### src/rtl/tone_sequencer.sv
// Note-table tone sequencer: steps through 16 entries, driving a tone generator for duration*TICK_DIV clocks each.
// Optional macro TONE_SEQ_GAP_EN adds a one-tick silent GAP state after every note.
module tone_sequencer #(
    parameter int unsigned TICK_DIV = 50000
) (
    input  logic        clk,
    input  logic        rst,
    input  logic        start,
    input  logic        stop,
    input  logic        loop,
    input  logic [15:0] volume_in,
    input  logic        wr_en,
    input  logic [3:0]  wr_addr,
    input  logic [30:0] wr_data,
    output logic        gen_enable,
    output logic [20:0] gen_full_period,
    output logic [20:0] gen_active_period,
    output logic [15:0] gen_volume,
    output logic        busy,
    output logic        done,
    output logic [3:0]  note_idx
);

    localparam int unsigned   PW        = $clog2(TICK_DIV);
    localparam logic [PW-1:0] PRESC_MAX = PW'(TICK_DIV - 1);

`ifdef TONE_SEQ_GAP_EN
    typedef enum logic [1:0] {IDLE, LOAD, PLAY, GAP} state_t;
`else
    typedef enum logic [1:0] {IDLE, LOAD, PLAY} state_t;
`endif

    state_t      state_q, state_d;
    logic [3:0]  note_idx_q, note_idx_d;
    logic [PW-1:0] presc_q, presc_d;
    logic [7:0]  dur_cnt_q, dur_cnt_d;
    logic        gen_enable_q, gen_enable_d;
    logic [20:0] full_period_q, full_period_d;
    logic [20:0] active_period_q, active_period_d;
    logic [15:0] volume_q, volume_d;
    logic        done_q, done_d;

    logic [30:0] note_table [16];
    logic [30:0] entry;
    logic [20:0] entry_period;
    logic [1:0]  entry_duty;
    logic [7:0]  entry_dur;
    logic [20:0] entry_active;
    logic        tick_last;
    logic        advance;
    logic        seq_end;

    // Table contents survive reset; writes are only honoured while idle.
    always_ff @(posedge clk) begin
        if (wr_en && state_q == IDLE) begin
            note_table[wr_addr] <= wr_data;
        end
    end

    // The table cannot change outside IDLE, so the live entry stays valid for the whole note.
    assign entry        = note_table[note_idx_q];
    assign entry_period = entry[30:10];
    assign entry_duty   = entry[9:8];
    assign entry_dur    = entry[7:0];
    assign tick_last    = (presc_q == PRESC_MAX);

    always_comb begin
        case (entry_duty)
            2'b00:   entry_active = entry_period >> 3;
            2'b01:   entry_active = entry_period >> 2;
            2'b10:   entry_active = entry_period >> 1;
            default: entry_active = entry_period - (entry_period >> 2);
        endcase
    end

    always_comb begin
        state_d         = state_q;
        note_idx_d      = note_idx_q;
        presc_d         = presc_q;
        dur_cnt_d       = dur_cnt_q;
        gen_enable_d    = gen_enable_q;
        full_period_d   = full_period_q;
        active_period_d = active_period_q;
        volume_d        = volume_in;
        done_d          = 1'b0;
        advance         = 1'b0;
        seq_end         = 1'b0;

        case (state_q)
            IDLE: begin
                if (start) begin
                    note_idx_d = 4'd0;
                    state_d    = LOAD;
                end
            end
            LOAD: begin
                if (entry_dur == 8'd0) begin
                    seq_end = 1'b1;
                end else begin
                    state_d         = PLAY;
                    presc_d         = '0;
                    dur_cnt_d       = 8'd0;
                    full_period_d   = entry_period;
                    active_period_d = entry_active;
                    gen_enable_d    = (entry_period != 21'd0);
                end
            end
            PLAY: begin
                presc_d = tick_last ? '0 : presc_q + PW'(1);
                if (tick_last) begin
                    dur_cnt_d = dur_cnt_q + 8'd1;
                end
                if (tick_last && dur_cnt_q == entry_dur - 8'd1) begin
                    gen_enable_d = 1'b0;
`ifdef TONE_SEQ_GAP_EN
                    state_d = GAP;
`else
                    advance = 1'b1;
`endif
                end
            end
`ifdef TONE_SEQ_GAP_EN
            GAP: begin
                presc_d = tick_last ? '0 : presc_q + PW'(1);
                if (tick_last) begin
                    advance = 1'b1;
                end
            end
`endif
            default: state_d = IDLE;
        endcase

        if (advance) begin
            if (note_idx_q == 4'd15) begin
                seq_end = 1'b1;
            end else begin
                note_idx_d = note_idx_q + 4'd1;
                state_d    = LOAD;
            end
        end

        // A marker at entry 0 must always finish, otherwise loop would spin forever on an empty table.
        if (seq_end) begin
            if (loop && note_idx_q != 4'd0) begin
                note_idx_d = 4'd0;
                state_d    = LOAD;
            end else begin
                state_d = IDLE;
                done_d  = 1'b1;
            end
        end

        if (stop) begin
            state_d      = IDLE;
            gen_enable_d = 1'b0;
            done_d       = 1'b0;
        end
    end

    always_ff @(posedge clk or posedge rst) begin
        if (rst) begin
            state_q         <= IDLE;
            note_idx_q      <= 4'd0;
            presc_q         <= '0;
            dur_cnt_q       <= 8'd0;
            gen_enable_q    <= 1'b0;
            full_period_q   <= 21'd0;
            active_period_q <= 21'd0;
            volume_q        <= 16'd0;
            done_q          <= 1'b0;
        end else begin
            state_q         <= state_d;
            note_idx_q      <= note_idx_d;
            presc_q         <= presc_d;
            dur_cnt_q       <= dur_cnt_d;
            gen_enable_q    <= gen_enable_d;
            full_period_q   <= full_period_d;
            active_period_q <= active_period_d;
            volume_q        <= volume_d;
            done_q          <= done_d;
        end
    end

    assign gen_enable        = gen_enable_q;
    assign gen_full_period   = full_period_q;
    assign gen_active_period = active_period_q;
    assign gen_volume        = volume_q;
    assign busy              = (state_q != IDLE);
    assign done              = done_q;
    assign note_idx          = note_idx_q;

endmodule

### config.mk
export PLATFORM = sky130hd
export DESIGN_NAME = tone_sequencer
export DESIGN_NICKNAME = d
export VERILOG_FILES = /design/src/rtl/tone_sequencer.sv
export SDC_FILE = /design/constraint.sdc
export NUM_CORES = 1
export LEC_CHECK = 0
export ABC_AREA = 1
export ABC_CLOCK_PERIOD_IN_PS = 7000
export CELL_PAD_IN_SITES_DETAIL_PLACEMENT = 0
export CELL_PAD_IN_SITES_GLOBAL_PLACEMENT = 1
export CORE_UTILIZATION = 51
export DETAILED_ROUTE_END_ITERATION = 8
export GPL_ROUTABILITY_DRIVEN = 0
export HOLD_SLACK_MARGIN = 0.1
export PLACE_DENSITY_LB_ADDON = 0.05
export RECOVER_POWER = 25
export SYNTH_ARGS = -nofsm -noshare
export SYNTH_HDL_FRONTEND = slang
export SYNTH_SLANG_ARGS = --single-unit
### constraint.sdc
create_clock -name clk -period 7 [get_ports clk]
set_input_delay 1.4 -clock clk [delete_from_list [all_inputs] [get_ports clk]]
set_output_delay 1.4 -clock clk [all_outputs]
set_load 0.03 [all_outputs]
Yosys cells after proc, flatten, opt, wreduce, memory -nomap -nowiden:

Memory sizes are Yosys's and may differ from the RTL's.
Index checks and enable logic that the tools add are counted.

* add/subtract/negate cells: 5
* mux-type cells: 36
* eq/ne operators: 11
* reductions and logical operators: 15
* bitwise operators: 1

Operators by type and width (count)
* one-hot mux 21 bit (3 select lines): 1
* two-way mux 16 bit: 2
* one-hot mux 16 bit (2 select lines): 1
* two-way mux 4 bit: 6
* nonzero test 21 bit: 1
* subtractor 21 x 19 -> 21 bit: 1
* adder 16 x 1 -> 16 bit, second input constant: 1
* equality test 16 bit, second input constant: 1
* two-way mux 8 bit: 2
* one-hot mux 8 bit (2 select lines): 1
* two-way mux 1 bit: 15
* two-way mux 2 bit: 6
* adder 8 x 1 -> 8 bit, second input constant: 1
* equality test 8 bit: 1
* logical NOT 8 bit: 1
* subtractor 8 x 1 -> 8 bit, second input constant: 1
* inequality test 3 bit, second input constant: 2
* one-hot mux 2 bit (3 select lines): 1
* AND reduction 3 bit: 2
* adder 4 x 1 -> 4 bit, second input constant: 1
* equality test 2 x 1 -> 1 bit, second input constant: 2
* equality test 2 bit, second input constant: 2
* equality test 4 bit, second input constant: 1
* logical NOT 2 bit: 2
* 8 further kinds: 13

* register bits after elaboration: 90
* input bits: 57
* memories kept: 1
* output and inout bits: 65
* memory bits (writable): 496

Memory list
* note_table: words 16, width 31, read ports 1, clocked after memory_dff 0, write ports 1, line 43 `logic [30:0] note_table [16];`

Longest topological paths before layout:

Gate-level depths: netlist of the first run.
An unclocked memory read counts as a cell.

* depth in word-level cells: 9
* mapped depth: 27
* mapped depth without buffers: 24

Worst setup path after synthesis of the first run:

Ideal clock, no wire load.

* kind: register to register
* start point: reg note_idx_q[0] (netlist: note_idx[0])
* end point: reg active_period_q[16] (netlist: gen_active_period[16])
* clock period less this slack: 3.765 ns
* arrival: 3.700 ns
* buffers on the path: 6
* stages on the path, launching flop included: 24
* data required time: 6.935 ns
* slack: 3.235 ns
* cell sequence: dfrtp_1 > buf_6 > buf_6 > buf_6 > buf_6 > buf_6 > buf_4 > o21ai_0 > o221ai_1 > a31oi_2 > inv_1 > ha_1 > fa_1 > o21ai_0 > nand3_1 > o2111ai_1 > nand2_1 > nand2_1 > a21oi_1 > inv_1 > o21ai_0 > a21oi_1 > o21ai_1 > nand2_1

RTL lines
* from (decl): line 34 `logic [3:0] note_idx_q, note_idx_d;`
* from (signal assigned): line 173 `note_idx_q <= note_idx_d;`
* memory read (16 x 31 bit)
* net entry[12]: line 44 `logic [30:0] entry;`
* subtractor 21 x 19 -> 21 bit: line 72 `default: entry_active = entry_period - (entry_period >> 2);`
* one-hot mux 21 bit (3 select lines): line 68 `case (entry_duty)`
* to (signal assigned): line 178 `active_period_q <= active_period_d;`
* to (decl): line 39 `logic [20:0] active_period_q, active_period_d;`

The timed path passes the listed nets, and every way through them passes these cells.
A chain may end at the register's enable or synchronous reset.

Worst setup path in the final report of the first run:

* start point: reg note_idx_q[0] (netlist: note_idx[0])
* end point: reg active_period_q[17] (netlist: gen_active_period[17])

The elaborated chain is that of the path after synthesis.

==> results.md, run 1 <==
* Number of register bits inferred by synthesis at 586
* Fraction of the mapped netlist area in adder cells at 1.49%
* Number of placement rows at about 80
* Compound-Gate Fraction of Synth Area at 10.7%
* Slowest stage cell on the critical path: dfrtp_4
* Global-route usage over all layers at 26.6%
* Net count, final at 2514
* Hold buffer count at cts at 0
* Post-synthesis mux area share at 0%
* Number of global-route vias before repair at about 17000
* Hold path start: gen_full_period[17]$_DFFE_PP0P_
* Family of cells with the greatest summed delay on the critical path: compound AO/OA/AOI/OAI gates
* Max stage delay on crit path at 0.99 ns
* Overall overflow remaining after global route at 0
* Initial detailed-routing violation count at between 2000 and 2500
* Fin. Hold Viols at 0
* Highest achievable clock rate at roughly 200 MHz
* Gate count after technology mapping at around 2300
* Worst hold endpoint: gen_full_period[17]$_DFFE_PP0P_
* Startpoint of the lowest-slack register-to-register path: note_idx[0]$_DFF_PP0_
* Drt drc at 0
* Count of cell types in the netlist at 53
* WS Path Type: flop to flop
* Worst Path Arrival at around 5.6 ns
* Parity-gate share of the synthesized area counting xor and xnor cells at 0.680%
* Detailed-router iteration count before antenna repair at 5
* Share of flip-flops with an asynchronous set or reset at 15.4%
* CP cell instances: inv_6 > buf_4 > o21ai_1 > o22ai_1 > nand2_1 > nand2_1 > a31oi_2 > inv_1 > ha_1 > a21oi_1 > o21ai_0 > a21oi_1 > o21ai_0 > a21boi_0 > nor2_1 > nor2_1 > a21oi_1 > o21ai_0 > a31oi_1
* Maximum number of pins on one net before global-route repair at roughly 130
* Drt via density at 5.65
* Relative slew margins at -20.5%
* RSZ-0062 raised after global routing: no
* Class of the most critical hold timing path: flop to flop
* Largest clock skew in the final design at approximately 0.056 ns
* DIE AREA at 51400 um2
* Total setup buffers inserted after CTS at 0
* Clock Root Buffer: clkbuf_16
* Wire length of the first global-routing pass at ~100 mm
* Post-cts gate resize count at 0
* Max Root-Sink Buffers at 3
* Proportion of netlist area held by the largest area contributor at 57.8%
* Initial cell density of the core at 52.2%
* Cell type contributing the most total cell area after synthesis: edfxtp_1
* Via count at 17700
* Relative area change from synthesis to final layout at 14.0%
* Share of cells above drive strength 1 at approximately 8.3%
* Total CTS buffers at 60
* Number of buffer and inverter stages on the critical path at 3
* Final count of pins violating max slew at 40
* Post-synth EDFFs at 496
* Dominant combinational cell family by area after synthesis: simple AND/OR/NAND/NOR gates
* Chip height at 227 um
* Setup slack at placement at 1.97 ns
* Logic depth of the worst register-to-register path at 19
* Storage element area at 17200 um2
* Top-Level Pins at 122
* ANT nets after route at 0
* Die boundary width at 227 um
* Antenna violations before repair at 7
* HPWL after detailed placement at 38.7 mm
* Fill cell count at between 4000 and 5000
* Post-route worst setup slack at 1.86 ns
* Net count of the mapped netlist at 2410
* Area of the core at 49400 um2
* Type of element capturing the critical path: flop
* TritonCTS clock tree: done
* Maximum level of the CTS H-tree at 2
* Leak at approximately 0.011 uW
* Worst-Margin Slew at around 1.8 ns
* Area of the multi-input gates at 7280 um2
* Num Clock Sinks at 586
* Setup slack of the most critical reg-to-reg path at 1.86 ns
* Leading post-synthesis cells by cell area: edfxtp_1, dfrtp_1, nand2_1
* Post-route clock period utilization at 73.4%
* Crit path launch type: flop
* Setup-failing EPs final at 0
* Primary flip-flop cell chosen by synthesis mapping: edfxtp_1
* Number of synthesis warnings at 0
* Count of maximum capacitance violations at 1
* Routed wire length at 66.6 mm
* Setup TNS after final layout at 0 ns
* Violated checks: max-capacitance violations, max-slew violations
* Clock period minus final worst setup slack at 5.14 ns
* Status: finished with violations
* Worst IR Drop VDD at between 0.0002 and 0.00025 V
* Count of cells along the worst hold path at 2
* Largest fanout of any net on the critical path at around 130
* Destination of the worst register-to-register timing path: gen_active_period[17]$_DFFE_PP0P_
* Register clock-pin slew on the reported worst setup and hold paths at roughly 0.060 ns
* Clock latency on the worst-skew pair at between 0.6 and 0.7 ns
* CP required at 7.46 ns
* Mean instance size in the synthesized netlist at ~11 um2
* Simple-gate share of the synthesized area at 14.8%
* Wire per inst at between 20 and 25 um
* Sequential share of the synthesized area at around two thirds
* Power per cell area at between 200 and 300 nW/um2
* Number of buffer cells added on primary ports at roughly 120
* Area of the mapped netlist at 25700 um2
worst min-delay path: stages, from the launching register on:
cell and delay, ns:
dfrtp_1 0.34, nand2_1 0.05, o21ai_0 0.06
worst max-delay path by stage:
stage / start / endpoint / cells after the start
2_1_floorplan: note_idx[0]$_DFF_PP0_ / gen_active_period[16]$_DFFE_PP0P_ / 23
3_3_place_gp: note_idx[0]$_DFF_PP0_ / gen_active_period[17]$_DFFE_PP0P_ / 19
3_5_place_dp: note_idx[0]$_DFF_PP0_ / gen_active_period[17]$_DFFE_PP0P_ / 19
4_1_cts: note_idx[0]$_DFF_PP0_ / gen_active_period[17]$_DFFE_PP0P_ / 19
5_1_grt: note_idx[0]$_DFF_PP0_ / gen_active_period[17]$_DFFE_PP0P_ / 19
6_report: note_idx[0]$_DFF_PP0_ / gen_active_period[17]$_DFFE_PP0P_ / 19
registers in the layout, indices dropped and copies added (netlist names):
signal and count:
gen_enable 1, presc_q 16, done 1, note_idx 4
gen_full_period 21, note_table 496, dur_cnt_q 8, state_q 2
gen_active_period 21, gen_volume 16
placed cells by master (no fill, tap or decap), drive strengths merged, types with 4 or more instances in the layout:
cell,Yosys,layout
edfxtp,496,496
nand2,394,394
nor2,320,320
o21ai,265,265
inv,196,196
nand3,141,141
dfrtp,90,90
clkdlybuf4s50,0,84
clkbuf,26,69
o22ai,66,66
a21oi,55,55
o221ai,39,39
dlygate4sd3,0,37
buf,88,35
clkinv,0,35
ha,29,29
o211ai,19,19
nand4,17,17
nor3,17,17
xor2,13,13
a31oi,13,13
nor4,9,9
xnor2,7,7
clkinvlp,0,4
report_power, final:
| part | leakage [uW] | total [uW] | switching (uW) | internal [uW] |
|---|---|---|---|---|
| clock | 0.000917 | 3020 | 1340 | 1680 |
| combinational | 0.00442 | 1100 | 720 | 376 |
| sequential | 0.00562 | 4090 | 90.1 | 4000 |
| total | 0.0110 | 8210 | 2150 | 6060 |
area by class of cell:
| type | count | area share [%] |
|---|---|---|
| clock inverters | 42 | 1.13 |
| diodes | 1 | 0.00852 |
| inverters | 196 | 2.54 |
| clock buffers | 69 | 5.23 |
| flip-flops and latches | 586 | 58.4 |
| repair buffers | 156 | 5.02 |
| well taps | 664 | 2.83 |
| multi-input cells | 1427 | 24.8 |
stage by stage:
step                hold WS [ns]  area, um2  total power [uW]  utilization [%]  instances
floorplan                  0.474      25700              4800                -       2323
global placement           0.465      27500              5250             55.7       3029
detailed placement         0.472      27500              5270             55.7       3029
CTS                        0.486      29400              8290             59.5       3140
global route               0.503      29400              8540             59.5       3140
finish                     0.478      29400              8210             59.5       3141
Yosys cell counts (24+ instances only):
cell type,instances
buf_6,24
nand2_1,391
nor2_1,303
a21oi_1,55
clkbuf_1,26
ha_1,29
nand3_1,131
o221ai_1,39
inv_1,177
o22ai_1,66
buf_2,43
o21ai_1,40
edfxtp_1,496
o21ai_0,224
dfrtp_1,90
logic make-up (layout without fill, tap and decap cells):
kind of cell / Yosys count / count (layout)
AND/OR/NAND/NOR: 905 / 905
flip-flops: 586 / 586
AO/OA/AOI/OAI: 472 / 472
buffers and inverters: 310 / 463
adder cells (fa/ha/maj): 30 / 30
XOR/XNOR: 20 / 20
other: 0 / 1
layer usage:
| layer | share of wire, % | GRT usage [%] | wire, um | vias up |
|---|---|---|---|---|
| met4 | 2.2 | 6.67 | 1460 | 6 |
| met2 | 45 | 41.3 | 30100 | 603 |
| met1 | 45 | 37.9 | 29800 | 8633 |
| met3 | 7.9 | 5.92 | 5270 | 114 |
| met5 | 0.066 | 0 | 44 | - |
| li1 | - | - | - | 8391 |
Note: power is estimated with default switching activity, not from simulation.
==> inputs of run 2 (changes only) <==
Settings changed: ABC_CLOCK_PERIOD_IN_PS 7000 to 4450, CORE_UTILIZATION 51 to 44.
Clock period 7 ns to 4.45 ns, I/O delays scaled along.
==> run 2 against run 1 <==
  * Critical path depth fell by 2
  * Hold slack about the same
  * Via count is 0.23% lower
  * Sequential cell count did not move
  * Utilization down 7.7 points
  * The run now ends clean
  * Worst setup slack got worse by 1.5 ns
  * Register-to-register slack lost 1.5 ns
==> results.md, run 2 (synthesis results as in run 1) <==
* Status: complete, no violations
* Register with the most flip-flops: note_table
* Post-route clock period utilization at 91.2% (+18 points)
* Relative area change from synthesis to final layout at 16.3%
* Core occupancy in the finished layout at 51.8% (-7.7 points)
* Max Root-Sink Buffers at 3 (unchanged)
* Highest-count cells in the layout ignoring fill and taps: edfxtp_1, nand2_1, nor2_1, o21ai_0, inv_1
* Wire per inst at 21.6 um (+2.0%)
* Clock Root Buffer: clkbuf_16
* Initial cell density of the core at 44.5% (-7.6 points)
* Global-route usage over all layers at 24.1% (-2.5 points)
* Total CTS buffers at 66 (+10%)
* Count of maximum capacitance violations at 0 (-1)
* Number of global-route vias before repair at 17000 (-0.62%)
* Drt drc at 0 (unchanged)
* Via count at 17700 (-0.23%)
* WS Path Type: flop to flop
* CP required at 4.96 ns (-2.50 ns)
* Num Clock Sinks at 586 (unchanged)
* Setup-failing EPs final at 0 (unchanged)
* DIE AREA at 59500 um2 (+16%)
* Maximum number of pins on one net before global-route repair at 88 (-33%)
* Routed wire length at 70.6 mm (+6.0%)
* Type of element capturing the critical path: flop
* Class of the most critical hold timing path: flop to flop
* Worst-Margin Slew at 0.797 ns (-1.00 ns)
* Clock latency on the worst-skew pair at 0.60 ns (-0.06 ns)
* Net count, final at 2539 (+0.99%)
* Worst IR Drop VDD at 0.000362 V (+56%)
* Setup slack of the most critical reg-to-reg path at 0.39 ns (-1.47 ns)
* Chip height at 244 um (+7.6%)
* Initial detailed-routing violation count at 1401 (-33%)
* Most common cell after layout, fill and taps aside: edfxtp_1
* HPWL after detailed placement at 42.0 mm (+8.5%)
* Hold buffer count at cts at 0 (unchanged)
* Number of placement rows at 88 (+8.6%)
* Final count of pins violating max slew at 0 (-100%)
* Fin. Hold Viols at 0 (unchanged)
* Worst Path Arrival at 4.57 ns (-1.03 ns)
* Share of cells above drive strength 1 at 8.77% (+0.49 points)
* Register clock-pin slew on the reported worst setup and hold paths at 0.06 ns (about the same)
* Detailed-router iteration count before antenna repair at 5 (unchanged)
* Largest fanout of any net on the critical path at 44 (-66%)
* Diodes inserted at 0 (-1)
* RSZ-0062 raised after global routing: no
* Number of buffer cells added on primary ports at 121 (unchanged)
* TritonCTS clock tree: done
* ANT nets after route at 0 (unchanged)
* Total setup buffers inserted after CTS at 0 (unchanged)
* Fill cell count at 5164 (+26%)
* Die boundary width at 244 um (+7.6%)
* Leak at 0.0112 uW (+1.9%)
* Area of the core at 57800 um2 (+17%)
* Clock period minus final worst setup slack at 4.06 ns (-1.08 ns)
* Crit path launch type: flop
* Setup TNS after final layout at 0 ns (unchanged)
* Antenna violations before repair at 4 (-3)
* Power per cell area at 443 nW/um2 (+58%)
* Maximum level of the CTS H-tree at 3 (+1)
* Highest achievable clock rate at 246 MHz (+27%)
* Wire length of the first global-routing pass at 107 mm (+5.3%)
* Overall overflow remaining after global route at 0 (unchanged)
* Top-Level Pins at 122 (unchanged)
* Post-cts gate resize count at 0 (unchanged)
* Drt via density at 5.43 (-4.0%)
* Relative slew margins at 46.9% (+67 points)
* Number of flip-flops under the largest register name at 496 (unchanged)
* Largest clock skew in the final design at 0.0190 ns (-0.0368 ns)
[run 2: cell types whose count changed in the layout (fill, tap and decap cells not counted), sizes merged]
cell           delta
buf              +19
clkbuf           +19
clkinv           -14
clkinvlp          -3
inv               +3
bufinv            -2
clkdlybuf4s50     +1
diode             -1
dlygate4sd3       -1
[run 2: critical path, stage by stage (launching register included)]
cell and delay, ns:
dfrtp_4 0.51, inv_4 0.42, o21ai_0 0.18, o221ai_1 0.19
nand3_1 0.14, nand3_1 0.31, inv_1 0.21, ha_1 0.39
nand2_1 0.14, nor2_1 0.18, nand2_1 0.07, o21ai_0 0.36
a21boi_0 0.22, nor2_1 0.15, nor2_1 0.06, a21oi_1 0.10
o21ai_0 0.10, a31oi_1 0.19
[run 2: worst paths after layout]
check / from / end / cells after the start
max: note_idx[1]$_DFF_PP0_ / gen_active_period[17]$_DFFE_PP0P_ / 17
min: gen_full_period[18]$_DFFE_PP0P_ / gen_full_period[18]$_DFFE_PP0P_ / 2
max reg2reg: note_idx[1]$_DFF_PP0_ / gen_active_period[17]$_DFFE_PP0P_ / 17
min reg2reg: gen_full_period[18]$_DFFE_PP0P_ / gen_full_period[18]$_DFFE_PP0P_ / 2
max in group asynchronous: rst / gen_active_period[15]$_DFFE_PP0P_ / 3
min in group asynchronous: rst / gen_full_period[3]$_DFFE_PP0P_ / 2
[run 2: cell type report]
| class | count | area, um2 | area share, % |
|---|---|---|---|
| timing repair buffer | 175 | 1820 | 6.09 |
| inverter | 196 | 748 | 2.50 |
| clock inverter | 26 | 186 | 0.622 |
| clock buffer | 88 | 1800 | 6.00 |
| sequential | 586 | 17200 | 57.3 |
| multi-input combinational | 1427 | 7280 | 24.3 |
| tap | 765 | 957 | 3.20 |
[run 2: power breakdown]
| part | leakage (uW) | internal (uW) | total, uW | switching, uW |
|---|---|---|---|---|
| Combinational | 0.00458 | 600 | 1750 | 1150 |
| Clock | 0.000967 | 2900 | 5080 | 2170 |
| Sequential | 0.00562 | 6290 | 6440 | 149 |
| Total | 0.0112 | 9790 | 13300 | 3470 |
[run 2: routing by layer]
metal,routed length [um],global-route usage (%),part of all wire (%)
met1,32600,33.7,46
met2,33000,38.8,47
met3,3750,4.40,5.3
met4,1290,5.85,1.8
met5,33,0,0.047
[run 2: per-stage QoR]
| stage | instances | power, uW | setup WS [ns] | instance area, um2 | hold WS [ns] |
|---|---|---|---|---|---|
| 6_report | 3263 | 13300 | 0.392 | 30000 | 0.478 |
| 3_3_place_gp | 3149 | 8320 | 0.445 | 28000 | 0.463 |
| 5_1_grt | 3263 | 13800 | 0.0597 | 30000 | 0.504 |
| 3_5_place_dp | 3149 | 8330 | 0.389 | 28000 | 0.472 |
| 4_1_cts | 3263 | 13400 | 0.393 | 29900 | 0.486 |
| 2_1_floorplan | 2323 | 7550 | 0.685 | 25700 | 0.474 |
